**src/rtl/pipeline_hazard_controller.sv**
```systemverilog
// Pipeline sequencing: load-use and mult/div structural stalls, branch flush,
// MD unit occupancy tracking and a saturating stall-cycle counter.
module pipeline_hazard_controller #(
  parameter int MD_LATENCY = 4
) (
  input  logic        clk,
  input  logic        rst,
  input  logic [4:0]  ID_Rs,
  input  logic [4:0]  ID_Rt,
  input  logic        ID_UsesRt,
  input  logic        ID_IsMD,
  input  logic        ID_ReadsHiLo,
  input  logic        EX_MemRead,
  input  logic [4:0]  EX_Rt,
  input  logic        EX_BranchTaken,
  output logic        PCWrite,
  output logic        IFID_Write,
  output logic        IDEX_Bubble,
  output logic        IFID_Flush,
  output logic        IDEX_Flush,
  output logic        MD_Start,
  output logic        MD_Busy,
  output logic [15:0] StallCount
);

  typedef enum logic {
    RUN     = 1'b0,
    MD_BUSY = 1'b1
  } state_t;

  localparam logic [4:0] MdLoad = 5'(MD_LATENCY - 1);

  state_t      state;
  state_t      stateNxt;
  logic [4:0]  mdCnt;
  logic [4:0]  mdCntNxt;
  logic        mdStartQ;
  logic [15:0] stallCnt;

  logic loadUse;
  logic mdHazard;
  logic stall;
  logic flush;
  logic accept;

  // Register 0 is compared like any other register.
  assign loadUse = EX_MemRead &&
    ((EX_Rt == ID_Rs) || (ID_UsesRt && (EX_Rt == ID_Rt)));

  assign mdHazard = (state == MD_BUSY) &&
    (ID_IsMD || ID_ReadsHiLo);

  always_comb begin
    stall  = 1'b0;
    flush  = 1'b0;
    accept = 1'b0;
    priority case (1'b1)
      rst:            ;
      EX_BranchTaken: flush = 1'b1;
      loadUse,
      mdHazard:       stall = 1'b1;
      (state == RUN) && ID_IsMD:
                      accept = 1'b1;
      default:        ;
    endcase
  end

  assign PCWrite     = !stall;
  assign IFID_Write  = !stall;
  assign IDEX_Bubble = stall;
  assign IFID_Flush  = flush;
  assign IDEX_Flush  = flush;
  assign MD_Start    = mdStartQ;
  assign MD_Busy     = (state == MD_BUSY);
  assign StallCount  = stallCnt;

  // An in-flight MD op is older than any branch, so flush never stops it.
  always_comb begin
    stateNxt = state;
    mdCntNxt = mdCnt;
    case (state)
      RUN: begin
        if (accept) begin
          stateNxt = MD_BUSY;
          mdCntNxt = MdLoad;
        end
      end
      MD_BUSY: begin
        if (mdCnt != 5'd0) begin
          mdCntNxt = mdCnt - 5'd1;
        end else begin
          stateNxt = RUN;
        end
      end
      default: stateNxt = RUN;
    endcase
  end

  always_ff @(posedge clk) begin
    if (rst) begin
      state    <= RUN;
      mdCnt    <= 5'd0;
      mdStartQ <= 1'b0;
      stallCnt <= 16'd0;
    end else begin
      state    <= stateNxt;
      mdCnt    <= mdCntNxt;
      mdStartQ <= accept;
      if (stall && (stallCnt != 16'hFFFF)) begin
        stallCnt <= stallCnt + 16'd1;
      end
    end
  end

endmodule

```
**config.mk**
```make
export PLATFORM = sky130hd
export DESIGN_NAME = pipeline_hazard_controller
export DESIGN_NICKNAME = d
export VERILOG_FILES = /design/src/rtl/pipeline_hazard_controller.sv
export SDC_FILE = /design/constraint.sdc
export NUM_CORES = 1
export LEC_CHECK = 0
export CELL_PAD_IN_SITES_DETAIL_PLACEMENT = 1
export CELL_PAD_IN_SITES_GLOBAL_PLACEMENT = 1
export CORE_MARGIN = 4
export CORE_UTILIZATION = 29
export DETAILED_ROUTE_END_ITERATION = 7
export PLACE_DENSITY = 0.75
export SYNTH_ARGS = -nofsm -noshare
export SYNTH_HDL_FRONTEND = slang
export SYNTH_SLANG_ARGS = --single-unit
```
**constraint.sdc**
```tcl
create_clock -name clk -period 2.95 [get_ports clk]
set_clock_uncertainty 0.1 [all_clocks]
set_input_delay 0.885 -clock clk [delete_from_list [all_inputs] [get_ports clk]]
set_output_delay 0.885 -clock clk [all_outputs]
set_load 0.03 [all_outputs]
```
* Word-level counts from Yosys, hierarchy flattened *
Cells that the tools add are included.

word-level totals
  register bits = 23
  bits of input ports = 22
  word-level logic and storage cells = 38

cells by class
  add/subtract/negate cells = 2
  equal/unequal tests = 5
  mux-type cells = 15
  bitwise operators = 1
  reductions and logical operators = 11

operator list
  cell                   count
  $add 16x1->16 const B  1
  $ne 16x16->1 const B   1
  $mux 1                 11
  $eq 5x5->1             2
  $mux 5                 2
  $pmux 5 s2             1
  $logic_and 1x1->1      5
  $reduce_bool 5->1      1
  $sub 5x1->5 const B    1
  $logic_or 1x1->1       2
  $ne 2x1->1 const B     1
  $ne 2x2->1 const B     1
  $pmux 1 s2             1
  $reduce_and 2->1       1
  $reduce_or 2->1        1
  $logic_not 1->1        1
  $not 1->1              1

* Depth between registers and ports, before layout *
Gate-level depths: netlist of the first run.

  word-level depth = 10
  gate-level depth with buffers = 8

* Worst setup path before layout of the first run *
Ideal clock, no wire load.

  path kind = input -> output
  from = input EX_Rt[1]
  to = output PCWrite
  arrival time = 2.014 ns
  required time = 1.965 ns
  setup slack = -0.049 ns
  stages on the path = 7
  path through = xnor2_1 > nand4_1 > o31ai_2 > o21ai_2 > buf_6 > buf_6 > buf_4

on the way
  word-level cells in the longest chain between the ends = 9
  elaborated cells between the ends (all ways) = 10
  classes of those cells = eq/ne: 2; mux: 3; reduce/logical: 5

ends and longest elaborated chain
  item                   line  RTL
  from (decl)            14    input logic [4:0] EX_Rt,
  $eq 5x5->1             48    ((EX_Rt == ID_Rs) || (ID_UsesRt && (EX_Rt == ID_Rt)));
  $logic_and 1x1->1      48
  $logic_or 1x1->1 *     48
  $logic_and 1x1->1 *    47    assign loadUse = EX_MemRead &&
  $reduce_or 2->1 *      57    priority case (1'b1)
  $mux 1 * (3 in a row)  57
  $logic_not 1->1 *      -
  to (decl)              16    output logic PCWrite,

Every way passes the cells marked *; elsewhere a longest branch is shown, timed or not.

* Worst setup path after layout of the first run *
  from = input ID_Rs[4]
  to = output IDEX_Bubble

on the way
  word-level cells in the longest chain between the ends = 7

ends and longest elaborated chain
  item                 line  RTL
  from (decl)          8     input logic [4:0] ID_Rs,
  $eq 5x5->1           48
  $logic_or 1x1->1     48
  $logic_and 1x1->1    47
  $reduce_or 2->1      57
  $mux 1 (3 in a row)  57
  to (decl)            18    output logic IDEX_Bubble,

Every way passes these cells.

==> results of run 1 <==
final cells by class:
| cell class | instances | share of cell area [%] |
|---|---|---|
| multi-input cells | 111 | 43.5 |
| inverters | 9 | 1.68 |
| clock buffers | 3 | 2.05 |
| clock inverters | 1 | 0.248 |
| flip-flops and latches | 23 | 22.8 |
| repair buffers | 59 | 26.5 |
| well taps | 52 | 3.23 |
flip-flops by register name, indices dropped and copies added (netlist names):
name	cells
StallCount	16
mdCnt	5
MD_Busy	1
MD_Start	1
kinds of logic after synthesis:
| kind of cell | after synthesis |
|---|---|
| xor+xnor | 12 |
| flops | 23 |
| fa+ha+maj | 3 |
| mux | 4 |
| simple gates | 60 |
| compound gates | 32 |
| buf+inv | 17 |
synth_stat cells (2+ instances only):
cell type	instances	share of area (%)
or4_1	5	2.9
clkbuf_1	2	0.57
nor2b_1	4	1.9
o311ai_0	3	2.0
buf_6	2	1.7
o21ai_0	2	0.76
ha_1	3	2.9
a21oi_1	8	3.0
a211oi_1	2	1.1
buf_4	2	1.1
buf_2	2	0.76
o311ai_1	2	1.3
nor2_1	9	2.6
xnor2_1	11	7.3
or3_1	3	1.4
nand2_1	10	2.9
o41ai_1	3	2.0
o31ai_1	7	4.0
dfxtp_1	23	35
and2_1	2	0.95
nand3_1	5	1.9
and4_1	4	2.7
nor3_1	7	2.7
inv_1	9	2.6
nand4_1	5	2.4
mux2_2	3	2.6
through the flow:
step	setup slack [ps]	TNS, ps	util [%]	hold WS (ps)	std cells
2_1_floorplan	7.85	0	-	368	151
3_3_place_gp	-354	-1850	41.3	381	247
3_5_place_dp	-424	-3320	41.3	383	247
4_1_cts	-2.05	-2.05	45.3	399	258
5_1_grt	-55.1	-55.1	46.0	426	258
6_report	-20.1	-20.1	46.0	409	258
where the power goes:
part / internal [W] / total (W) / switching [W]
clock: 0.0000946 / 0.000204 / 0.000110
sequential: 0.000314 / 0.000318 / 0.00000369
combinational: 0.0000612 / 0.000117 / 0.0000559
total: 0.000470 / 0.000639 / 0.000169
worst max-delay path by stage:
| stage | startpoint | end | cells after the start |
|---|---|---|---|
| after floorplan | EX_Rt[1] | PCWrite | 7 |
| after global placement | EX_Rt[3] | IDEX_Bubble | 7 |
| after detailed placement | EX_Rt[3] | IDEX_Bubble | 7 |
| after CTS | ID_Rt[4] | IDEX_Bubble | 7 |
| after global routing | ID_Rs[4] | IDEX_Bubble | 7 |
| final | ID_Rs[4] | IDEX_Bubble | 7 |
per-layer routing:
| metal | GRT usage (%) | routed length [um] |
|---|---|---|
| met1 | 19.0 | 1810 |
| met4 | 6.60 | 92 |
| met2 | 31.0 | 2530 |
| met3 | 2.24 | 72 |
| met5 | 0 | 0 |
what timing repair did:
action,CTS,global route
pin swaps,18,9
buffers inserted,7,1
setup endpoints to repair,3,11
resized for setup,73,12
critical path, cell delays in order:
cell and delay (ps):
clkdlybuf4s15_1 200, xnor2_2 150, nand3_2 130, nor3_4 270, o21ai_4 120, inv_2 90, buf_6 130
==> metrics, run 1 <==
CP Capture Type=output port; min Tclk post-route=2970 ps; CTS tree=done; part of the Yosys area used for sequential elements=35.0%; FF-to-FF path depth=6; drt initial violations=40; gr ovfl total=0; ant diodes=0; Nets=232; Detailed Route WL=4510 um; most frequent cells in the layout=23 x dfxtp_1, 20 x clkdlybuf4s50_1, 17 x buf_4; Synth Area in Compound Gates=17.8%; final instance area=2020 sq um; Vias=1381; Max Slew Vio Count=0; Worst-path clk slew=90 ps; Starting Density=30.0%; Peak VDD IR=164 uV; Slew @ Worst Pin=727 ps; mapped cell area=1310 sq um; status=finished with violations; die outline height=75.3 um; startpoint types=input pin; Worst R2R Setup Slack=470 ps; commonest non-fill, non-tap cell in the layout=dfxtp_1; gr usage total=16.6%; hold_sp=StallCount[15]; antenna-violating nets left=0; failing checks=setup timing; H-tree depth=1; Overall Power=0.000639 W; syn_nets=176; Tcrit/Tclk final=101%; mux contribution to synthesized area=3.43%; Residual DRC=0; Avg Cell Area, Syn=8.70 sq um; # Max-Cap Violations=0; post-synthesis adder-cell area fraction=2.86%; post-synthesis register bit count=23; Cell variety after synth=39; Crit Reg-Reg Endpoint=StallCount[13]; drt wl/cell=17.5 um; # setup viols final=1; total CTS buffers=3; Placer Congestion=0.830; synth-to-layout area growth=53.4%; hold path cells=2; Synth Area in XOR/XNOR=8.00%; multi-input logic area=876 sq um; EDFF count, synth=0; Root Driver=clkbuf_8; simple-gate portion of the synthesized area=26.1%; Hold-fix buffers, CTS=0; largest net degree at the start of global routing=23; yosys warns=0; # port buffers=44; DP Area=1810 sq um; asr flop ratio synth=0%; worst r2r src=StallCount[3]; combinational family with the most area after synthesis=simple AND/OR/NAND/NOR gates; cells after synthesis=151; Power Density=317 nW/um^2; Highest Clock Rate=0.337 GHz; CP required=1970 ps; critical path class=in -> out; number of top-level pins=45; Hold Crit Class=reg -> reg; layout cells sized above 1=27.7%; Core Rows=24; CTS Buffer Depth=2; leak pwr=0.776 nW; critical path peak fanout=4; FILL cells=514; initial antenna violation count=0; Die ar.=5670 sq um; Rel. slew slack=51.6%; DRT Pass-1 Iters=4; register area=460 sq um; arrival time worst endpoint=1990 ps; number of global-route vias before repair=1464; worst skew pair latency=270 ps; DP Wirelength=3150 um; Via density=5.35; first-pass GRT wire length=7120 um; RSZ-0062 raised after global routing=yes; core area=4380 sq um; die width=75.3 um; final count of hold timing violations=0; CTS sink cnt=23; Worst Hold End=StallCount[15]; worst setup margin=-20.1 ps; ys flop type=dfxtp_1
Note: power is estimated with default switching activity, not from simulation.
==> inputs of run 2 (changes only) <==
- CAP_MARGIN: unset -> 20
==> results of run 2 <==
No change in the layout: final DEF, timing and power equal those of run 1.
==> inputs of run 3 (changes only) <==
- GPL_TIMING_DRIVEN: unset -> 0
==> run 3 against run 2 <==
Effect of this change: the run still ends with setup timing left; worst hold slack improved by 8.0 ps; fmax decreased by 3.4%; final area increased by 2.6%; non-clock buffer count increased by 8; cell count increased by 3.1%; register-to-register slack improved by 190 ps; combinational power increased by 3%; clock power increased by 2%; die area unchanged; clock-buffer cell count unchanged; setup slack got worse by 100 ps; largest power group unchanged.
==> metrics, run 3 (synthesized netlist as in run 1, its figures left out) <==
status=finished with violations; failing checks=setup timing; ant diodes=0 (unchanged); largest net degree at the start of global routing=14 (-39%); final instance area=2070 sq um (+2.6%); commonest non-fill, non-tap cell in the layout=dfxtp_1; RSZ-0062 raised after global routing=yes; # port buffers=44 (unchanged); Root Driver=clkbuf_8; Rel. slew slack=62.7% (+11 points); Detailed Route WL=4950 um (+9.9%); startpoint types=input pin; DP Area=1820 sq um (+0.41%); worst setup margin=-124 ps (-104 ps); DP Wirelength=3180 um (+1.1%); most frequent cells in the layout=23 x dfxtp_1, 19 x clkdlybuf4s50_1, 16 x buf_4; Via density=5.40 (+0.93%); DRT Pass-1 Iters=4 (unchanged); drt initial violations=84 (+110%); total CTS buffers=3 (unchanged); gr ovfl total=0 (unchanged); Clock Power Share=32.3% (+0.4 points); Vias=1437 (+4.1%); layout cells sized above 1=31.3% (+3.6 points); # setup viols final=4 (+3); Starting Density=30.0% (unchanged); final count of hold timing violations=0 (unchanged); H-tree depth=1 (unchanged); Core Rows=24 (unchanged); critical path class=in -> out; gr usage total=18.2% (+1.5 points); Critical path origin=ID_Rt[1]; number of global-route vias before repair=1595 (+8.9%); min Tclk post-route=3070 ps (+104 ps); die outline height=75.3 um (unchanged); Nets=240 (+3.4%); Sw Share=27.3% (+0.85 points); Hold-fix buffers, CTS=0 (unchanged); core area=4380 sq um (unchanged); Internal=0.000471 W (+0.27%); Peak VDD IR=165 uV (+0.59%); worst r2r src=StallCount[0]; final std cells w/o fill=266 (+3.1%); Largest register FFs=16 (unchanged); Tcrit/Tclk final=104% (+3.5 points); Residual DRC=0 (unchanged); CTS tree=done; arrival time worst endpoint=2090 ps (+100 ps); share of total power in sequential cells=49.0% (-0.7 points); Max Slew Vio Count=0 (unchanged); Inst Count DP=247 (unchanged); Highest Clock Rate=0.325 GHz (-3.4%); Switch Pwr=0.000177 W (+4.7%); leak pwr=0.806 nW (+3.9%); die width=75.3 um (unchanged); worst skew pair latency=280 ps (about the same); hold slack=417 ps (+8.05 ps); hold_sp=StallCount[15]; drt wl/cell=18.6 um (+6.5%); initial antenna violation count=0 (unchanged); Placer Congestion=0.805 (-3.1%); first-pass GRT wire length=7710 um (+8.3%); Die ar.=5670 sq um (unchanged); CTS sink cnt=23 (unchanged); antenna-violating nets left=0 (unchanged); Worst-path clk slew=90 ps (about the same); Slew @ Worst Pin=560 ps (-167 ps); number of top-level pins=45 (unchanged); fraction of power consumed by combinational cells=18.7% (+0.4 points); synth-to-layout area growth=57.4%; critical path peak fanout=4 (unchanged); Layout Utilization=47.2% (+1.2 points); Setup Slack @ Placement=-1190 ps (-768 ps); CP Capture Type=output port; Hold Crit Class=reg -> reg; # Max-Cap Violations=0 (unchanged); CP required=1970 ps (about the same); Power Density=314 nW/um^2 (-1.1%); CTS Buffer Depth=2 (unchanged)
run 3: power by group through the flow:
| stage | logic [W] | clock network (W) | registers, W |
|---|---|---|---|
| detailed placement | 0.0000960 | 0 | 0.000325 |
| CTS | 0.000106 | 0.000207 | 0.000318 |
| finish | 0.000121 | 0.000209 | 0.000318 |
| global placement | 0.0000927 | 0 | 0.000325 |
| global route | 0.000130 | 0.000226 | 0.000319 |
| floorplan | 0.0000438 | 0 | 0.000327 |
run 3: final timing paths:
kind | depth (start not counted) | slack (ps) | end
hold / removal | 2 | 420 | StallCount[15]
setup reg to reg | 7 | 660 | StallCount[4]
hold reg to reg | 2 | 420 | StallCount[15]
setup / recovery | 8 | -120 | PCWrite
run 3: through the flow:
stage	total power [W]	setup TNS (ps)
CTS	0.000631	-660
floorplan	0.000371	0
detailed placement	0.000421	-5950
global route	0.000675	-674
global placement	0.000418	-4850
finish	0.000649	-319
run 3: area by class of cell:
| type | count | area, sq um |
|---|---|---|
| plain buffers | 7 | 57.6 |
| flip-flops and latches | 23 | 460 |
| clock buffers | 3 | 41.3 |
| inverters | 9 | 36.3 |
| fillers | 517 | 2320 |
| well taps | 52 | 65.1 |
| repair buffers | 60 | 539 |
| clock inverters | 1 | 5.00 |
| multi-input cells | 111 | 863 |
run 3: worst max-delay path, cell delays in order:
cell	delay [ps]
buf_6	90
xnor2_1	160
nand4_1	220
o31ai_4	260
o21ai_2	100
buf_6	140
buf_6	110
buf_6	120
run 3: timing repair:
item	CTS	global route
endpoints found under the setup margin	5	9
gates resized for setup	101	21
pin swaps	17	15
cloned	0	0
buffers inserted	13	6
run 3: routing by layer:
metal | track usage, % | routed length, um
met1 | 20.6 | 2010
met2 | 33.5 | 2630
met3 | 3.43 | 199
met4 | 6.99 | 110
met5 | 0 | 0
